===== src/rtl/motor_pkg.sv =====
// Shared types and defaults for the motor/anilox step monitoring blocks.
package motor_pkg;

    // Period tracker states: waiting for a first edge, filling the average
    // window, and tracking once the window holds a full set of samples.
    typedef enum logic [1:0] {
        ST_IDLE  = 2'd0,
        ST_FILL  = 2'd1,
        ST_TRACK = 2'd2
    } mon_state_t;

    localparam int DEF_TIMEOUT  = 500000;
    localparam int DEF_AVG_LOG2 = 3;
    localparam int DEF_PERIOD_W = 32;

    // 16-bit increment that sticks at all-ones instead of wrapping.
    function automatic logic [15:0] sat_inc16(input logic [15:0] v);
        return (v == 16'hFFFF) ? v : v + 16'd1;
    endfunction

endpackage


===== src/rtl/sync_edge.sv =====
// Two-flop synchronizer followed by a registered rising-edge detector.
// A rising input shows up as a one-cycle 'rise' pulse three clocks later.
module sync_edge (
    input  logic clk,
    input  logic rst,
    input  logic din,
    output logic rise
);

    // sh[0], sh[1] form the synchronizer; sh[2] is the previous synced value
    logic [2:0] sh;

    // Shift the async input through the synchronizer and flag 0->1 on the synced copy
    always_ff @(posedge clk) begin
        if (rst) begin
            sh   <= '0;
            rise <= 1'b0;
        end else begin
            sh   <= {sh[1:0], din};
            rise <= sh[1] & ~sh[2];
        end
    end

endmodule


===== src/rtl/step_pulse_monitor.sv =====
// Step pulse train monitor: counts steps, measures an averaged step period,
// detects a stalled train, and counts steps between print marks.
module step_pulse_monitor
    import motor_pkg::*;
#(
    parameter int TIMEOUT  = DEF_TIMEOUT,
    parameter int AVG_LOG2 = DEF_AVG_LOG2,
    parameter int PERIOD_W = DEF_PERIOD_W
) (
    input  logic                clk,
    input  logic                rst,
    input  logic                step_in,
    input  logic                mark_in,
    input  logic                clr,
    output logic [31:0]         step_count,
    output logic [PERIOD_W-1:0] period_avg,
    output logic                period_valid,
    output logic                running,
    output logic                timeout_pulse,
    output logic [15:0]         steps_per_mark,
    output logic                spm_valid
);

    localparam int WIN    = 1 << AVG_LOG2;
    localparam int SUM_W  = PERIOD_W + AVG_LOG2;
    localparam int FILL_W = AVG_LOG2 + 1;
    localparam logic [PERIOD_W-1:0] TO_VAL   = PERIOD_W'(TIMEOUT);
    localparam logic [FILL_W-1:0]   FILL_END = FILL_W'(WIN - 1);

    logic                          step_edge;
    logic                          mark_edge;
    logic [PERIOD_W-1:0]           period_cnt;
    mon_state_t                    state, state_nx;
    logic                          push;
    logic                          tmo;
    logic [FILL_W-1:0]             fill_cnt;
    logic [WIN-1:0][PERIOD_W-1:0]  win;
    logic [SUM_W-1:0]              sum;
    logic [SUM_W-1:0]              sum_nx;
    logic                          push_d;
    logic [15:0]                   mark_cnt;
    logic                          armed;

    sync_edge u_step_sync (
        .clk  (clk),
        .rst  (rst),
        .din  (step_in),
        .rise (step_edge)
    );

    sync_edge u_mark_sync (
        .clk  (clk),
        .rst  (rst),
        .din  (mark_in),
        .rise (mark_edge)
    );

    // Cycles since the last step edge; reloads to 1 so the value seen on the
    // next edge is exactly the edge-to-edge distance, and parks at TIMEOUT.
    always_ff @(posedge clk) begin
        if (rst)
            period_cnt <= '0;
        else if (step_edge)
            period_cnt <= PERIOD_W'(1);
        else if (period_cnt < TO_VAL)
            period_cnt <= period_cnt + PERIOD_W'(1);
    end

    // State register for the period tracker
    always_ff @(posedge clk) begin
        if (rst)
            state <= ST_IDLE;
        else
            state <= state_nx;
    end

    // Next-state and strobes; a step edge takes priority over the timeout
    always_comb begin
        state_nx = state;
        push     = 1'b0;
        tmo      = 1'b0;
        case (state)
            ST_IDLE: begin
                if (step_edge)
                    state_nx = ST_FILL;
            end
            ST_FILL: begin
                if (step_edge) begin
                    push = 1'b1;
                    if (fill_cnt == FILL_END)
                        state_nx = ST_TRACK;
                end else if (period_cnt >= TO_VAL) begin
                    tmo      = 1'b1;
                    state_nx = ST_IDLE;
                end
            end
            ST_TRACK: begin
                if (step_edge) begin
                    push = 1'b1;
                end else if (period_cnt >= TO_VAL) begin
                    tmo      = 1'b1;
                    state_nx = ST_IDLE;
                end
            end
            default: state_nx = ST_IDLE;
        endcase
    end

    assign timeout_pulse = tmo;
    assign running       = (state != ST_IDLE);
    assign period_valid  = (state == ST_TRACK);

    // Count pushes while filling so we know when the window is full
    always_ff @(posedge clk) begin
        if (rst || tmo)
            fill_cnt <= '0;
        else if (push && state == ST_FILL)
            fill_cnt <= fill_cnt + FILL_W'(1);
    end

    assign sum_nx = sum + SUM_W'(period_cnt) - SUM_W'(win[WIN-1]);

    // Sample window and running sum; a timeout empties both for a clean refill
    always_ff @(posedge clk) begin
        if (rst || tmo) begin
            win <= '0;
            sum <= '0;
        end else if (push) begin
            for (int i = WIN - 1; i > 0; i--)
                win[i] <= win[i-1];
            win[0] <= period_cnt;
            sum    <= sum_nx;
        end
    end

    // Delayed push marks the cycle in which the new sum is available
    always_ff @(posedge clk) begin
        if (rst)
            push_d <= 1'b0;
        else
            push_d <= push;
    end

    // Registered average; only refreshed after a push, so it holds through IDLE
    always_ff @(posedge clk) begin
        if (rst)
            period_avg <= '0;
        else if (push_d)
            period_avg <= sum[SUM_W-1:AVG_LOG2];
    end

    // Step totals and steps-per-mark; clr overrides any coincident edge, and a
    // step that lands with a mark is counted in the interval the mark opens.
    always_ff @(posedge clk) begin
        if (rst) begin
            step_count     <= '0;
            mark_cnt       <= '0;
            armed          <= 1'b0;
            steps_per_mark <= '0;
            spm_valid      <= 1'b0;
        end else begin
            spm_valid <= 1'b0;
            if (clr) begin
                step_count <= '0;
                mark_cnt   <= '0;
                armed      <= 1'b0;
            end else begin
                if (step_edge)
                    step_count <= step_count + 32'd1;
                if (mark_edge) begin
                    if (armed) begin
                        steps_per_mark <= mark_cnt;
                        spm_valid      <= 1'b1;
                    end
                    armed    <= 1'b1;
                    mark_cnt <= step_edge ? 16'd1 : 16'd0;
                end else if (step_edge) begin
                    mark_cnt <= sat_inc16(mark_cnt);
                end
            end
        end
    end

endmodule

===== config.mk =====
export PLATFORM = sky130hd
export DESIGN_NAME = step_pulse_monitor
export DESIGN_NICKNAME = d
export VERILOG_FILES = /design/src/rtl/motor_pkg.sv /design/src/rtl/sync_edge.sv /design/src/rtl/step_pulse_monitor.sv
export SDC_FILE = /design/constraint.sdc
export NUM_CORES = 1
export LEC_CHECK = 0
export BUFFER_PORTS_ARGS = -buffer_cell sky130_fd_sc_hd__buf_2
export CAP_MARGIN = 0
export CELL_PAD_IN_SITES_DETAIL_PLACEMENT = 1
export CELL_PAD_IN_SITES_GLOBAL_PLACEMENT = 1
export CORE_MARGIN = 1
export CORE_UTILIZATION = 45
export CTS_BUF_LIST = sky130_fd_sc_hd__clkbuf_4 sky130_fd_sc_hd__clkbuf_8
export CTS_CLUSTER_DIAMETER = 120
export DETAILED_ROUTE_END_ITERATION = 10
export PLACE_DENSITY_LB_ADDON = 0.1
export SYNTH_ARGS = -nofsm -noshare
export SYNTH_HDL_FRONTEND = slang
export SYNTH_SLANG_ARGS = --single-unit

===== constraint.sdc =====
create_clock -name clk -period 4.4 [get_ports clk]
set_input_delay 0.44 -clock clk [delete_from_list [all_inputs] [get_ports clk]]
set_output_delay 0.44 -clock clk [all_outputs]
set_load 0.01 [all_outputs]

==> results.toml <==
[pwr]
p_leak_uw = 0.00780
finalPower_uw = 8590
peakVddDrop_v = 0.000265
pwr_density_cell_nw_per_um2 = 415

[layout]
n_antenna_cell = 0
drive_gt1_frac = 0.108
nFillCells = 4880
post-route-util = 0.521
area_growth_pct = 14.1
fin_nets = 2391

[routing]
final_antenna_net_count = 0
via_per_inst = 5.13
drc = 0
detail_route.wl_per_cell_um = 15.5
num_vias = 14845
drt_iter0_drc = 744
first_pass_iters = 5
routed_wl_mm = 44.8

[worst_setup_path]
start_kind = "register"
required_ps = 4900
max_stage_delay_ps = 530
crit_slowest_cell = "fa_1"
cp-end-kind = "register"
crit_type = "register to register"
worstRegToRegCells = 13
crit_path_cell_trace = "inv_1 -> fa_1 -> fa_1 -> nand2b_1 -> a21o_1 -> a31o_2 -> o21ai_0 -> a311oi_1 -> o21ai_0 -> a41oi_1 -> mux2i_1 -> xor2_1 -> nor2_1"
worstPathArrival_ps = 4220
critPathMaxFanout = 4

[clock_tree]
clk_pin_slew_ps = 60
ctsRootBufferMaster = "clkbuf_8"
cts.sinks = 436
cts-buffers-inserted = 78
max-clock-path-buffers = 3
cts_setup_buffers = 0
cts_tree = "done"
clock_latency_ps = 640
htreeDepth = 3

[sta]
final.setup_skew_ps = 25.8
rsz0062_at_grt = "no"
fmax_mhz = 268
drv_slew = 0
fin_crit_ps = 3730
finalSetupViolCount = 0
timing.final.ws_setup_ps = 674
finalHoldViolations = 0
slew_headroom = 0.294
finalSetupTns_ps = 0
hold_ws_ps = 298
worst_pin_slew_ps = 1060
finalCritPeriodShare = 0.847

[logic_synthesis]
postSynthCellCount = 2250
ys_seq_area_frac = 0.481
avgSynthCellArea_sq_um = 8.06
yosysUniqueCellTypes = 57
synth.area.top_cells = "dfxtp_1 (48%), nand2_1 (13%), a21oi_1 (9.5%)"
synth.cell_area_sq_um = 18100
yosysMostFrequentCell = "nand2_1"
synth_top_area_frac = 0.481
ys.flop_type = "dfxtp_1"
syn_nets = 2331
synth_area_leader_cell = "dfxtp_1"
async_flop_share = 0
ys_ff_latch = 436
yosys_warnings = 0
synth-edff-count = 0
synth.top_cells.by_count = "nand2_1 (625), dfxtp_1 (436), a21oi_1 (343)"

[global_routing]
grt.total_usage = 0.219
grt_start_max_net_pins = 160
grt_first_pass_wirelength_mm = 73.8
first_global_vias = 14409
antenna_found_initial = 0
grt_remaining_overflow = 0

[die]
rows = 73
start_util = 0.457
design.core.area_sq_um = 39700
die_h_um = 203
die_w_um = 203
die_area_sq_um = 41100
io_pins = 89

[placed_design]
gp_congestion = 0.875
detailed_place_hpwl_mm = 30.1
port_buffers = 88
dp_slack_ps = 688

[flow_run]
maxCapViolCount = 0

[run_status]
status = "completed"

[min_path]
whs_path_depth = 2
hold_class = "input pin to register"
[through the flow]
step                instances  cell area, sq um
floorplan                2250             18100
global placement         2753             19000
detailed placement       2753             19000
CTS                      2894             20700
global route             2894             20700
finish                   2894             20700
[cells by family (layout without fill, tap and decap cells)]
| group | count (synthesis) | after routing | share of synthesized area |
|---|---|---|---|
| and+or+nand+nor | 920 | 920 | 0.209 |
| DFF | 436 | 436 | 0.481 |
| xor gates and xnor gates | 81 | 81 | 0.0391 |
| buffers and inverters | 268 | 387 | 0.0556 |
| muxes | 35 | 35 | 0.0193 |
| AOI/OAI and AO/OA | 434 | 434 | 0.130 |
| adders and majority gates | 76 | 76 | 0.0657 |
[worst max-delay path: cells and delay by family, from the launching register on]
kind,cells,cell delay (ps)
xor+xnor,1,160
compound gates,6,1490
fa+ha+maj,2,1000
flops,1,370
mux,1,190
simple gates,2,250
buf+inv,1,100
[state kept, by name, indices dropped and copies added (netlist names)]
signal	count
win	256
sum	35
period_avg	32
period_cnt	32
step_count	32
mark_cnt	16
steps_per_mark	16
fill_cnt	4
u_mark_sync.sh	3
u_step_sync.sh	3
state	2
armed	1
push_d	1
spm_valid	1
u_mark_sync.rise	1
u_step_sync.rise	1
[timing repair]
item / in CTS / in global routing
hold buffers: 2 / 0
resized for setup: 0 / 0
endpoints found under the hold margin: 2 / 0
[layer usage]
layer | part of all wire | GRT usage | wire, um | up-vias
li1 | - | - | - | 7407
met1 | 0.51 | 0.320 | 23000 | 7172
met2 | 0.43 | 0.327 | 19300 | 191
met3 | 0.035 | 0.0390 | 1590 | 75
met4 | 0.021 | 0.0661 | 925 | 0
met5 | 0 | 0 | 0 | -
[area by class of cell]
cell class | count | area [sq um] | area share
Clock inverter | 16 | 160 | 0.00774
Clock buffer | 123 | 1570 | 0.0757
Tap cell | 525 | 657 | 0.0317
Multi-Input combinational cell | 1546 | 8420 | 0.407
Sequential cell | 436 | 8730 | 0.422
Timing Repair Buffer | 104 | 628 | 0.0303
Inverter | 144 | 541 | 0.0261
[placed cells by master (no fill, tap or decap), types with 4 or more instances in the layout]
cell      count
a211oi_1      5
a21o_1       18
a21oi_1     343
a31oi_1       5
and2_1        4
and3_1       19
and4_1        5
buf_12        5
buf_2        88
buf_4         9
clkbuf_4     20
clkbuf_8    103
clkinv_2     10
dfxtp_1     435
fa_1         32
ha_1         44
inv_1       144
mux2i_1      35
nand2_1     624
nand3_1      32
nand4_1      14
nor2_1      158
nor2b_1      13
nor3_1       11
o211ai_1      4
o21a_1        7
o21ai_0      24
or2_2         5
or3_1        11
or4_1         4
xnor2_1      43
xor2_1       38
[report_power, final]
| part | total [uW] | switching (uW) | internal, uW |
|---|---|---|---|
| clock network | 4080 | 1690 | 2390 |
| registers | 3970 | 13.0 | 3960 |
| logic | 534 | 330 | 204 |
[worst paths after layout]
path	endpoint	startpoint	slack [ps]
max	sum[34]	period_cnt[1]	670
min reg2reg	u_step_sync.rise	u_step_sync.sh[2]	380
max reg2reg	sum[34]	period_cnt[1]	670
min	u_mark_sync.sh[0]	rst	300
Note: power is estimated with default switching activity, not from simulation.
